### config.mk
export PLATFORM = sky130hd
export DESIGN_NAME = keypad_scan_rx
export DESIGN_NICKNAME = d
export VERILOG_FILES = /design/src/rtl/keypad_scan_rx.sv
export SDC_FILE = /design/constraint.sdc
export NUM_CORES = 1
export LEC_CHECK = 0
export CORE_MARGIN = 2
export CORE_UTILIZATION = 52
export DETAILED_ROUTE_END_ITERATION = 16
export HOLD_SLACK_MARGIN = 0.1
export PLACE_DENSITY = 0.83
export SLEW_MARGIN = 20
export SYNTH_ARGS = -nofsm -noshare
export SYNTH_HDL_FRONTEND = slang
export SYNTH_SLANG_ARGS = --single-unit
export TNS_END_PERCENT = 10
### constraint.sdc
create_clock -name slow_clk -period 2.4 [get_ports slow_clk]
set_input_delay 0.48 -clock slow_clk [delete_from_list [all_inputs] [get_ports slow_clk]]
set_output_delay 0.48 -clock slow_clk [all_outputs]
set_load 0.01 [all_outputs]
### src/rtl/keypad_scan_rx.sv
// 4x4 matrix keypad scanner with press/release debounce and a one-entry key holding register.
// Optional held-key autorepeat is compiled in with `define KEYPAD_AUTOREPEAT_EN.
//
// state    | meaning
// SCAN     | stepping the column strobe, waiting for any row to read low
// DEBOUNCE | column frozen, counting consecutive low samples of the captured row
// HELD     | key accepted, waiting for the captured row to go high
// RELEASE  | counting consecutive high samples before scanning resumes
module keypad_scan_rx #(
   parameter int DEBOUNCE_SCANS = 4,
   parameter int REPEAT_SCANS   = 64
) (
   input  logic       slow_clk,
   input  logic       Reset,
   input  logic [3:0] row_in,
   output logic [3:0] col_out,
   output logic [3:0] key_code,
   output logic       key_valid,
   input  logic       key_ready,
   output logic       overflow
);

   typedef enum logic [1:0] {SCAN, DEBOUNCE, HELD, RELEASE} state_t;

   localparam logic [3:0] DB_N = 4'(DEBOUNCE_SCANS);

   state_t     state, state_nxt;
   logic [1:0] col_idx, col_idx_nxt;
   logic [1:0] row_idx, row_idx_nxt;
   logic [1:0] row_pri;
   logic [3:0] cnt, cnt_nxt;
   logic       emit;

`ifdef KEYPAD_AUTOREPEAT_EN
   localparam logic [7:0] RP_N = 8'(REPEAT_SCANS);
   logic [7:0] rep_cnt, rep_cnt_nxt;
`endif

   // lowest-numbered low row wins when several keys share the column
   always_comb begin
      row_pri = 2'd0;
      if (!row_in[0])      row_pri = 2'd0;
      else if (!row_in[1]) row_pri = 2'd1;
      else if (!row_in[2]) row_pri = 2'd2;
      else if (!row_in[3]) row_pri = 2'd3;
   end

   always_comb begin
      state_nxt   = state;
      col_idx_nxt = col_idx;
      row_idx_nxt = row_idx;
      cnt_nxt     = cnt;
      emit        = 1'b0;
`ifdef KEYPAD_AUTOREPEAT_EN
      rep_cnt_nxt = rep_cnt;
`endif
      case (state)
         SCAN: begin
            if (row_in == 4'hF) begin
               col_idx_nxt = col_idx + 2'd1;
            end else begin
               row_idx_nxt = row_pri;
               cnt_nxt     = 4'd1;
               state_nxt   = DEBOUNCE;
            end
         end
         DEBOUNCE: begin
            if (!row_in[row_idx]) begin
               cnt_nxt = cnt + 4'd1;
               if (cnt + 4'd1 == DB_N) begin
                  emit      = 1'b1;
                  state_nxt = HELD;
`ifdef KEYPAD_AUTOREPEAT_EN
                  rep_cnt_nxt = 8'd0;
`endif
               end
            end else begin
               col_idx_nxt = col_idx + 2'd1;
               state_nxt   = SCAN;
            end
         end
         HELD: begin
            if (row_in[row_idx]) begin
               cnt_nxt   = 4'd1;
               state_nxt = RELEASE;
            end else begin
`ifdef KEYPAD_AUTOREPEAT_EN
               if (rep_cnt + 8'd1 == RP_N) begin
                  emit        = 1'b1;
                  rep_cnt_nxt = 8'd0;
               end else begin
                  rep_cnt_nxt = rep_cnt + 8'd1;
               end
`endif
            end
         end
         RELEASE: begin
            // a low sample here is release bounce: back to HELD without re-emitting
            if (row_in[row_idx]) begin
               cnt_nxt = cnt + 4'd1;
               if (cnt + 4'd1 == DB_N) begin
                  col_idx_nxt = col_idx + 2'd1;
                  state_nxt   = SCAN;
               end
            end else begin
               state_nxt = HELD;
            end
         end
         default: state_nxt = SCAN;
      endcase
   end

   always_ff @(posedge slow_clk or posedge Reset) begin
      if (Reset) begin
         state   <= SCAN;
         col_idx <= 2'd0;
         col_out <= 4'b1110;
         row_idx <= 2'd0;
         cnt     <= 4'd0;
`ifdef KEYPAD_AUTOREPEAT_EN
         rep_cnt <= 8'd0;
`endif
      end else begin
         state   <= state_nxt;
         col_idx <= col_idx_nxt;
         col_out <= ~(4'b0001 << col_idx_nxt);
         row_idx <= row_idx_nxt;
         cnt     <= cnt_nxt;
`ifdef KEYPAD_AUTOREPEAT_EN
         rep_cnt <= rep_cnt_nxt;
`endif
      end
   end

   always_ff @(posedge slow_clk or posedge Reset) begin
      if (Reset) begin
         key_code  <= 4'd0;
         key_valid <= 1'b0;
         overflow  <= 1'b0;
      end else if (emit) begin
         if (!key_valid || key_ready) begin
            key_code  <= {row_idx, col_idx};
            key_valid <= 1'b1;
         end else begin
            overflow <= 1'b1;
         end
      end else if (key_valid && key_ready) begin
         key_valid <= 1'b0;
      end
   end

endmodule
==> results of run 1 <==
==> worst max path at each step <==
stage | depth (start not counted) | slack (ns) | endpoint
after CTS | 6 | 0.35 | col_idx[0]$_DFF_PP0_
after global placement | 6 | 0.04 | col_idx[0]$_DFF_PP0_
after detailed placement | 6 | 0.004 | key_code[1]$_DFFE_PP0P_
final | 6 | 0.33 | col_idx[0]$_DFF_PP0_
after global routing | 6 | 0.28 | cnt[3]$_DFFE_PP0P_
after floorplan | 5 | 0.54 | col_idx[0]$_DFF_PP0_
==> layout make-up <==
type	instances	area, um2	share of cell area, %
inverters	8	30.0	2.24
repair buffers	23	213	15.9
well taps	27	33.8	2.52
multi-input cells	73	522	39.0
flip-flops and latches	20	504	37.7
clock buffers	4	36.3	2.71
==> routing by layer <==
layer	up-vias	share of wire (%)	GRT usage [%]
li1	413	-	-
met5	-	0	0
met1	418	47	27.7
met4	0	2.5	11.1
met3	5	3.4	2.45
met2	21	47	30.4
==> worst reg2reg max path: cells and delay by family, from the launching register on <==
kind / cells / cell delay (ns)
compound gates: 3 / 0.69
flops: 1 / 0.48
simple gates: 2 / 0.28
fa+ha+maj: 1 / 0.25
buf+inv: 1 / 0.17
==> logic make-up (layout without fill, tap and decap cells) <==
kind of cell    after synthesis  in the layout  share of synthesized area [%]
flops                        20             20                           47.1
simple gates                 37             37                           18.2
fa+ha+maj                     2              2                           2.34
compound gates               25             25                           17.1
mux                           8              8                           10.3
buf+inv                      11             35                           4.21
xor+xnor                      1              1                          0.818
==> state kept, by name, indices dropped and copies added, names as in the netlist, named ones only <==
register,count
overflow,1
row_idx,2
col_idx,2
cnt,4
key_code,4
col_out,4
key_valid,1
state,1
==> synthesized netlist by cell type, types with 3 or more instances <==
library cell / instances / area, um2
nand2_1: 11 / 41.3
mux2_2: 4 / 45.0
nor2_1: 8 / 30.0
nand3_1: 3 / 15.0
a21oi_1: 9 / 45.0
buf_2: 3 / 15.0
dfrtp_1: 17 / 425
inv_1: 8 / 30.0
dfstp_2: 3 / 78.8
o21ai_0: 5 / 25.0
==> per-stage QoR <==
step | util [%] | hold WS (ns)
final | 68.2 | 0.499
after global routing | 68.2 | 0.540
after CTS | 68.2 | 0.504
after detailed placement | 66.4 | 0.475
after global placement | 66.4 | 0.462
after floorplan | - | 0.442
==> power groups by stage <==
| stage | clock network (uW) | registers [uW] | logic, uW |
|---|---|---|---|
| after floorplan | 0 | 601 | 543 |
| after global placement | 0 | 640 | 737 |
| after detailed placement | 0 | 647 | 765 |
| after CTS | 205 | 640 | 769 |
| after global routing | 222 | 664 | 848 |
| final | 201 | 640 | 769 |
==> metrics.csv, run 1 <==
stage,metric,value,unit
drt,route.vias.total,857,
power_and_ir_drop,leakage,0.000621,uW
clock_network,clock_sinks,20,
worst_setup_path,r2r_cells,7,
finish,syn_to_final_growth,25.0,%
global_route,antenna_found_initial,0,
power_and_ir_drop,p_int,974,uW
clock_network,path_clk_slew,0.11,ns
clock_network,clockBufferDepth,2,
yosys,syn_inst,104,
worst_setup_path,cp-startpoint,row_in[2],
power_and_ir_drop,combPwrFrac,47.8,%
timing,max_freq,482,MHz
yosys,synth_nets,113,
worst_setup_path,regToRegEndpoint,col_idx[0]$_DFF_PP0_,
power_and_ir_drop,power,1610,uW
floorplanning,die_w,49.4,um
worst_setup_path,crit_fanout,4,
drt,wl,2.11,mm
job,max_cap_viol_count,0,
timing,hold_violations,0,
drt,wl_per_cell,13.6,um
worst_setup_path,r2r_start,cnt[0]$_DFFE_PP0P_,
worst_setup_path,r2r_slack,0.42,ns
status,outcome,"finished, final reports clean",
drt,detail-route-antenna-nets,0,
yosys,ys.flop_type,dfrtp_1,
timing,tns,0,ns
worst_setup_path,start_kind,input port,
floorplanning,core,0.00196,mm2
clock_network,cts_tree,done,
yosys,synth_edf_count,0,
yosys,seq_area_frac_synth,47.1,%
min_path,min_from,overflow$_DFFE_PP0P_,
finish,mostFrequentLayoutCells,"17 x dfrtp_1, 16 x clkdlybuf4s50_1, 11 x nand2_1, 9 x a21oi_1",
yosys,syn_avg_cell_area,10.3,um2
global_route,grt_overflow_total,0,
placement,hpwl,1.61,mm
finish,drive_gt1_share,19.5,%
floorplanning,io_pins,17,
timing,setup_violations,0,
finish,postLayoutCellArea,0.00134,mm2
worst_setup_path,path_cells,"clkdlybuf4s50_1, mux4_2, a22oi_4, nor2_2, a211o_1, and2_1",
timing,min_period_over_period,86.4,%
timing,min_period,2.07,ns
yosys,synthArstFlopShare,100,%
timing,drv_slew,0,
global_route,grt_pass1_wl,3.71,mm
global_route,grt_start_max_net_pins,21,
clock_network,cts_made_buffers,3,
placement,routabilityCongestion,0.882,
power_and_ir_drop,ir_worst_vdd,0.749,mV
worst_setup_path,cp-end-kind,register,
drt,first_pass_iters,4,
global_route,first_global_vias,844,
clock_network,post_cts_buffers,0,
power_and_ir_drop,power_density,1200,mW/mm2
min_path,worstHoldEndpoint,overflow$_DFFE_PP0P_,
clock_network,post_cts_resized,0,
finish,n_antenna_cell,0,
timing,clock_skew,0.00900,ns
yosys,ys_types,35,
power_and_ir_drop,clockPowerShare,12.5,%
placement,port_buffers,16,
power_and_ir_drop,seqPwrFrac,39.8,%
clock_network,htreeDepth,1,
worst_setup_path,crit_family,compound AO/OA/AOI/OAI gates,
finish,fillCellCount,171,
clock_network,cts-root-buf,clkbuf_4,
worst_setup_path,critPathKind,input port to register,
yosys,synth-seq-cells,20,
finish,finalNetCount,138,
timing,layout_setup_ws,0.326,ns
drt,viasPerCell,5.53,
floorplanning,die-height,49.4,um
yosys,synthesis.area,0.00107,mm2
floorplanning,start_util,54.6,%
min_path,min_path_cells,1,
worst_setup_path,worstPathArrival,2.28,ns
yosys,ys_warn_count,0,
power_and_ir_drop,netSwitchingFraction,39.5,%
drt,drc,0,
min_path,hold_path_class,register to register,
floorplanning,rows,16,
clock_network,clk_latency,0.31,ns
drt,drtIter0Drc,29,
timing,worstMarginPinSlew,0.748,ns
global_route,grt_util_all_layers,20.0,%
placement,place_area,0.00130,mm2
worst_setup_path,cp.required,2.61,ns
floorplanning,die_area,0.00244,mm2
placement,post-place-cells,151,
clock_network,cts.hold.buffers_added,0,
timing,maxSlewHeadroom,50.1,%
placement,pre_cts_ws,0.00407,ns
worst_setup_path,crit_buf_inv,1,
worst_setup_path,cpMaxStageDelayCell,mux4_2,
finish,finalNonFillerCells,155,
timing,rsz0062_at_grt,no,
power_and_ir_drop,switchingPower,636,uW
worst_setup_path,slowest_delay,0.55,ns
finish,mostFrequentLayoutCell,dfrtp_1,
Note: power is estimated with default switching activity, not from simulation.
==> inputs of run 2 (changes only) <==
- CORE_UTILIZATION: 52 -> 60
- CTS_CLUSTER_DIAMETER: not set -> 80
- DONT_BUFFER_PORTS: not set -> 1
- PLACE_DENSITY: 0.83 -> 0.81
==> run 2 against run 1 <==
Clock power shrank 5%. Sequential share of layout area increased by 6.9 points. Clock skew down 0.0029 ns. Critical path depth down 1. Largest power group is now registers. Critical endpoint unchanged. Worst hold slack lost 0.31 ns. Critical path type is now register to register.
==> metrics.csv, run 2 (same netlist as run 1, synthesis figures left out) <==
stage,metric,value,unit,change
timing,min_period_over_period,85.0,%,-1.4 points
timing,clock_skew,0.00609,ns,-0.00291 ns
floorplanning,rows,15,,-1
drt,drc,0,,unchanged
finish,drive_gt1_share,17.9,%,-1.6 points
clock_network,clk_latency,0.29,ns,-0.02 ns
finish,mostFrequentLayoutCell,dfrtp_1,,
timing,drv_slew,0,,unchanged
drt,detail-route-antenna-nets,0,,unchanged
clock_network,cts-root-buf,clkbuf_4,,
clock_network,post_cts_buffers,0,,unchanged
worst_setup_path,slowest_delay,0.68,ns,+0.13 ns
global_route,antenna_found_initial,0,,unchanged
timing,layout_setup_ws,0.360,ns,+0.0332 ns
drt,route.vias.total,780,,-9.0%
worst_setup_path,cpMaxStageDelayCell,mux4_2,,
placement,post-place-cells,127,,-16%
clock_network,clock_sinks,20,,unchanged
floorplanning,core,0.00171,mm2,-13%
finish,top_regs,"cnt (4), col_out (4), key_code (4)",,
finish,mostFrequentLayoutCells,"17 x dfrtp_1, 11 x nand2_1, 9 x a21oi_1, 8 x inv_1, 8 x nor2_1",,
timing,max_freq,490,MHz,+1.6%
finish,regArea,504,um2,unchanged
placement,port_buffers,0,,-16
clock_network,clockBufferDepth,2,,unchanged
worst_setup_path,critPathKind,register to register,,
floorplanning,die_w,46.3,um,-6.3%
timing,tns,0,ns,unchanged
finish,fillCellCount,142,,-17%
drt,viasPerCell,5.95,,+7.7%
timing,rsz0062_at_grt,no,,
global_route,first_global_vias,741,,-12%
status,outcome,"finished, final reports clean",,
worst_setup_path,cp.required,2.59,ns,-0.02 ns
finish,finalNetCount,116,,-16%
power_and_ir_drop,power,1450,uW,-9.9%
min_path,hold_path_class,input port to asynchronous set/reset pin,,
worst_setup_path,worstPathArrival,2.23,ns,-0.05 ns
clock_network,cts_tree,done,,
finish,syn_to_final_growth,5.61,%,
global_route,grt_util_all_layers,21.8,%,+1.8 points
worst_setup_path,cp-end-kind,register,,
global_route,grt_overflow_total,0,,unchanged
job,max_cap_viol_count,0,,unchanged
drt,drtIter0Drc,13,,-55%
finish,n_antenna_cell,0,,unchanged
placement,hpwl,1.45,mm,-9.8%
timing,setup_violations,0,,unchanged
timing,maxSlewHeadroom,51.0,%,+0.92 points
clock_network,cts.hold.buffers_added,0,,unchanged
timing,hold_violations,0,,unchanged
placement,pre_cts_ws,0.323,ns,+0.319 ns
finish,finalNonFillerCells,131,,-15%
placement,routabilityCongestion,0.785,,-11%
timing,worstMarginPinSlew,0.734,ns,-0.0137 ns
worst_setup_path,crit_fanout,14,,+10
drt,wl,1.95,mm,-7.9%
clock_network,path_clk_slew,0.11,ns,about the same
floorplanning,start_util,62.7,%,+8.1 points
clock_network,post_cts_resized,0,,unchanged
clock_network,htreeDepth,1,,unchanged
finish,fin_util,66.2,%,-2.0 points
power_and_ir_drop,power_density,1280,mW/mm2,+6.6%
floorplanning,die-height,46.3,um,-6.3%
worst_setup_path,path_cells,"mux4_2, a22oi_4, nor2_2, a211o_1, and2_1",,
global_route,grt_pass1_wl,3.26,mm,-12%
global_route,grt_start_max_net_pins,21,,unchanged
power_and_ir_drop,leakage,0.000532,uW,-14%
drt,first_pass_iters,4,,unchanged
floorplanning,io_pins,17,,unchanged
timing,min_period,2.04,ns,-0.0332 ns
power_and_ir_drop,ir_worst_vdd,0.733,mV,-2.2%
clock_network,cts_made_buffers,3,,unchanged
worst_setup_path,start_kind,register,,
drt,wl_per_cell,14.9,um,+8.9%
floorplanning,die_area,0.00214,mm2,-12%
finish,multi_input_area,522,um2,unchanged
## run 2: cell types whose count changed in the layout (fill, tap and decap cells not counted), sizes merged
cell	before	now
clkdlybuf4s50	16	0
buf	7	1
## run 2: layout make-up
| class | instances | area share (%) |
|---|---|---|
| sequential | 20 | 44.6 |
| clock buffer | 4 | 3.21 |
| tap | 25 | 2.77 |
| inverter | 8 | 2.65 |
| multi-input combinational | 73 | 46.1 |
| timing repair buffer | 1 | 0.664 |
## run 2: per-stage QoR
step / hold slack, ns / instance area [um2]
floorplan: 0.442 / 1070
finish: 0.184 / 1130
global placement: 0.519 / 1090
global route: 0.261 / 1130
CTS: 0.197 / 1130
detailed placement: 0.531 / 1090
## run 2: path summary, 6_finish.rpt
path                            slack (ns)                    from  cells after the start                         end
worst max-delay path                  0.36  row_idx[0]$_DFFE_PP0P_                      5        col_idx[0]$_DFF_PP0_
worst min-delay path                  0.18                   Reset                      1  asynchronous set/reset pin
worst max register to register        0.36  row_idx[0]$_DFFE_PP0P_                      5        col_idx[0]$_DFF_PP0_
worst min register to register        0.56    col_idx[1]$_DFF_PP0_                      1        col_out[3]$_DFF_PP1_
max in group asynchronous             1.75                   Reset                      1          cnt[2]$_DFFE_PP0P_
min in group slow_clk                 0.32               row_in[1]                      2      row_idx[1]$_DFFE_PP0P_
## run 2: report_power, final
part           internal [uW]  leakage [uW]  total (uW)  switching (uW)
clock                   92.4     0.0000210         191            98.5
combinational            274      0.000269         582             309
sequential               484      0.000242         676             193
## run 2: worst max-delay path: cells and delay by family, from the launching register on
family / cells / cell delay, ns
DFF: 1 / 0.40
and+or+nand+nor: 2 / 0.23
AOI/OAI and AO/OA: 2 / 0.63
muxes: 1 / 0.68
## run 2: per-layer routing
| layer | track usage (%) | wire length [um] | vias to the layer above |
|---|---|---|---|
| met5 | 0 | 0 | - |
| met4 | 8.57 | 12 | 0 |
| met3 | 2.75 | 79 | 2 |
| met2 | 35.6 | 983 | 19 |
| met1 | 29.3 | 871 | 390 |
| li1 | - | - | 369 |
==> inputs of run 3 (changes only) <==
==> constraint.sdc (replaced) <==
create_clock -name slow_clk -period 1.9 [get_ports slow_clk]
set_input_delay 0.38 -clock slow_clk [delete_from_list [all_inputs] [get_ports slow_clk]]
set_output_delay 0.38 -clock slow_clk [all_outputs]
set_load 0.02 [all_outputs]
==> run 3 against run 2 <==
Combinational power is 63% higher. First-iteration DRC count is 130% higher. Die area stayed put. Core utilization is 4.5 points higher. Via count is 4.4% higher. Global-route usage is 0.29 points higher. Worst hold slack better by 0.043 ns. Flip-flop and latch count stayed put. Sequential share of layout area is 2.8 points lower. Critical path type unchanged. Critical endpoint is now key_code[3]$_DFFE_PP0P_.
==> metrics.csv, run 3 (same netlist as run 1, synthesis figures left out) <==
stage,metric,value,unit,change
drt,drtIter0Drc,30,,+17
worst_setup_path,worstPathArrival,2.04,ns,-0.19 ns
placement,place_area,0.00114,mm2,+4.1%
power_and_ir_drop,ir_worst_vdd,1.20,mV,+63%
placement,port_buffers,0,,unchanged
power_and_ir_drop,p_int,1180,uW,+39%
finish,multi_input_area,536,um2,+2.6%
global_route,first_global_vias,777,,+4.9%
placement,routabilityCongestion,0.826,,+5.1%
drt,viasPerCell,5.86,,-1.6%
timing,min_period,1.85,ns,-0.195 ns
clock_network,clk_latency,0.30,ns,about the same
global_route,grt_util_all_layers,22.1,%,+0.29 points
global_route,grt_overflow_total,0,,unchanged
floorplanning,die-height,46.3,um,unchanged
timing,hold_violations,0,,unchanged
drt,drc,0,,unchanged
job,max_cap_viol_count,0,,unchanged
finish,top_regs,"cnt (4), col_out (4), key_code (4)",,
timing,worstMarginPinSlew,0.705,ns,-0.0293 ns
placement,hpwl,1.48,mm,+1.5%
clock_network,cts_tree,done,,
power_and_ir_drop,power_density,1690,mW/mm2,+32%
worst_setup_path,cpMaxStageDelayCell,mux4_2,,
status,outcome,"finished, final reports clean",,
drt,wl,2.07,mm,+6.5%
timing,rsz0062_at_grt,yes,,
finish,fillCellCount,117,,-18%
floorplanning,core,0.00171,mm2,unchanged
worst_setup_path,cp-end-kind,register,,
finish,finalNetCount,124,,+6.9%
power_and_ir_drop,clockPowerShare,11.9,%,-1.3 points
clock_network,htreeDepth,1,,unchanged
worst_setup_path,crit_buf_inv,0,,unchanged
global_route,grt_pass1_wl,3.27,mm,+0.21%
floorplanning,io_pins,17,,unchanged
worst_setup_path,start_kind,register,,
finish,syn_to_final_growth,12.7,%,
timing,clock_skew,0.00731,ns,+0.00123 ns
clock_network,clockBufferDepth,2,,unchanged
drt,wl_per_cell,14.9,um,+0.40%
timing,setup_violations,0,,unchanged
worst_setup_path,crit_family,multiplexers,,
drt,route.vias.total,814,,+4.4%
min_path,hold_path_class,input port to register,,
power_and_ir_drop,power,2040,uW,+41%
power_and_ir_drop,seqPwrFrac,41.7,%,-5.0 points
drt,first_pass_iters,4,,unchanged
power_and_ir_drop,switchingPower,860,uW,+43%
floorplanning,start_util,62.7,%,unchanged
floorplanning,die_w,46.3,um,unchanged
worst_setup_path,r2r_slack,0.05,ns,-0.31 ns
worst_setup_path,crit_fanout,4,,-10
worst_setup_path,critPathKind,register to register,,
clock_network,clock_sinks,20,,unchanged
floorplanning,die_area,0.00214,mm2,unchanged
clock_network,cts-root-buf,clkbuf_4,,
drt,detail-route-antenna-nets,0,,unchanged
timing,maxSlewHeadroom,53.0,%,+2.0 points
worst_setup_path,cp.required,2.09,ns,-0.50 ns
timing,max_freq,542,MHz,+11%
finish,mostFrequentLayoutCell,dfrtp_1,,
timing,drv_slew,0,,unchanged
power_and_ir_drop,combPwrFrac,46.4,%,+6.2 points
global_route,antenna_found_initial,0,,unchanged
finish,postLayoutCellArea,0.00121,mm2,+6.7%
finish,regArea,504,um2,unchanged
finish,drive_gt1_share,25.4,%,+7.5 points
timing,min_period_over_period,97.1,%,+12 points
power_and_ir_drop,netSwitchingFraction,42.2,%,+0.86 points
clock_network,cts_made_buffers,3,,unchanged
power_and_ir_drop,leakage,0.000570,uW,+7.3%
finish,n_antenna_cell,0,,unchanged
finish,mostFrequentLayoutCells,"17 x dfrtp_1, 11 x nand2_1, 9 x a21oi_1, 8 x inv_1, 8 x buf_4",,
worst_setup_path,path_cells,"mux4_2, nand2b_4, nor2_2, nand3_2, mux2_2",,
worst_setup_path,slowest_delay,0.58,ns,-0.10 ns
clock_network,path_clk_slew,0.11,ns,about the same
floorplanning,rows,15,,unchanged
global_route,grt_start_max_net_pins,21,,unchanged
run 3: changes by cell type in the layout (fill, tap and decap cells not counted):
cell / before / now
buf_4: 1 / 8
nor2_2: 1 / 2
nor2_1: 8 / 7
o21ai_1: 0 / 1
a21boi_1: 0 / 1
a21boi_0: 1 / 0
o21ai_0: 5 / 4
a211oi_2: 0 / 1
dlygate4sd3_1: 0 / 1
a211oi_1: 1 / 0
o22ai_2: 0 / 1
o22ai_1: 2 / 1
run 3: worst paths after layout:
check | startpoint | cells past startpoint | end
worst max-delay path | row_idx[0]$_DFFE_PP0P_ | 5 | key_code[3]$_DFFE_PP0P_
worst min-delay path | row_in[1] | 2 | row_idx[1]$_DFFE_PP0P_
worst max register to register | row_idx[0]$_DFFE_PP0P_ | 5 | key_code[3]$_DFFE_PP0P_
worst min register to register | col_idx[1]$_DFF_PP0_ | 1 | col_out[3]$_DFF_PP1_
max in group asynchronous | Reset | 2 | cnt[1]$_DFFE_PP0P_
min in group asynchronous | Reset | 2 | row_idx[1]$_DFFE_PP0P_
run 3: what timing repair did:
action                                  4_1_cts  5_1_grt
endpoints found under the setup margin        1        9
pin swaps                                     0        2
gates resized for setup                       1        4
setup buffers                                 0        1
hold endpoints to repair                      9        0
hold buffers                                  1        0
run 3: area by class of cell:
cell class / instances / area share, %
repair buffers: 9 / 5.80
well taps: 25 / 2.59
clock buffers: 4 / 3.01
inverters: 8 / 2.49
multi-input cells: 73 / 44.4
flip-flops and latches: 20 / 41.8
run 3: power groups by stage:
stage | logic, uW | registers (uW) | clock network [uW]
detailed placement | 880 | 860 | 0
finish | 946 | 850 | 242
global route | 1040 | 875 | 256
global placement | 858 | 845 | 0
CTS | 906 | 851 | 244
floorplan | 685 | 809 | 0
run 3: per-layer routing:
metal  GRT usage [%]  share of wire (%)  vias to the layer above
met1            25.9                 41                      400
met5               0                  0                        -
met3            3.53                4.9                        2
li1                -                  -                      385
met2            38.6                 53                       27
met4            10.9               0.53                        0
run 3: metrics by stage:
step	util [%]	hold WS (ns)	setup WS, ns	setup TNS, ns	cells
6_report	70.7	0.227	0.0545	0	139
5_1_grt	70.7	0.259	-0.0340	-0.0622	139
4_1_cts	69.8	0.228	0.00235	0	138
3_5_place_dp	66.7	0.427	0.0132	0	133
3_3_place_gp	66.7	0.428	0.0548	0	133
2_1_floorplan	-	0.342	0.0931	0	104
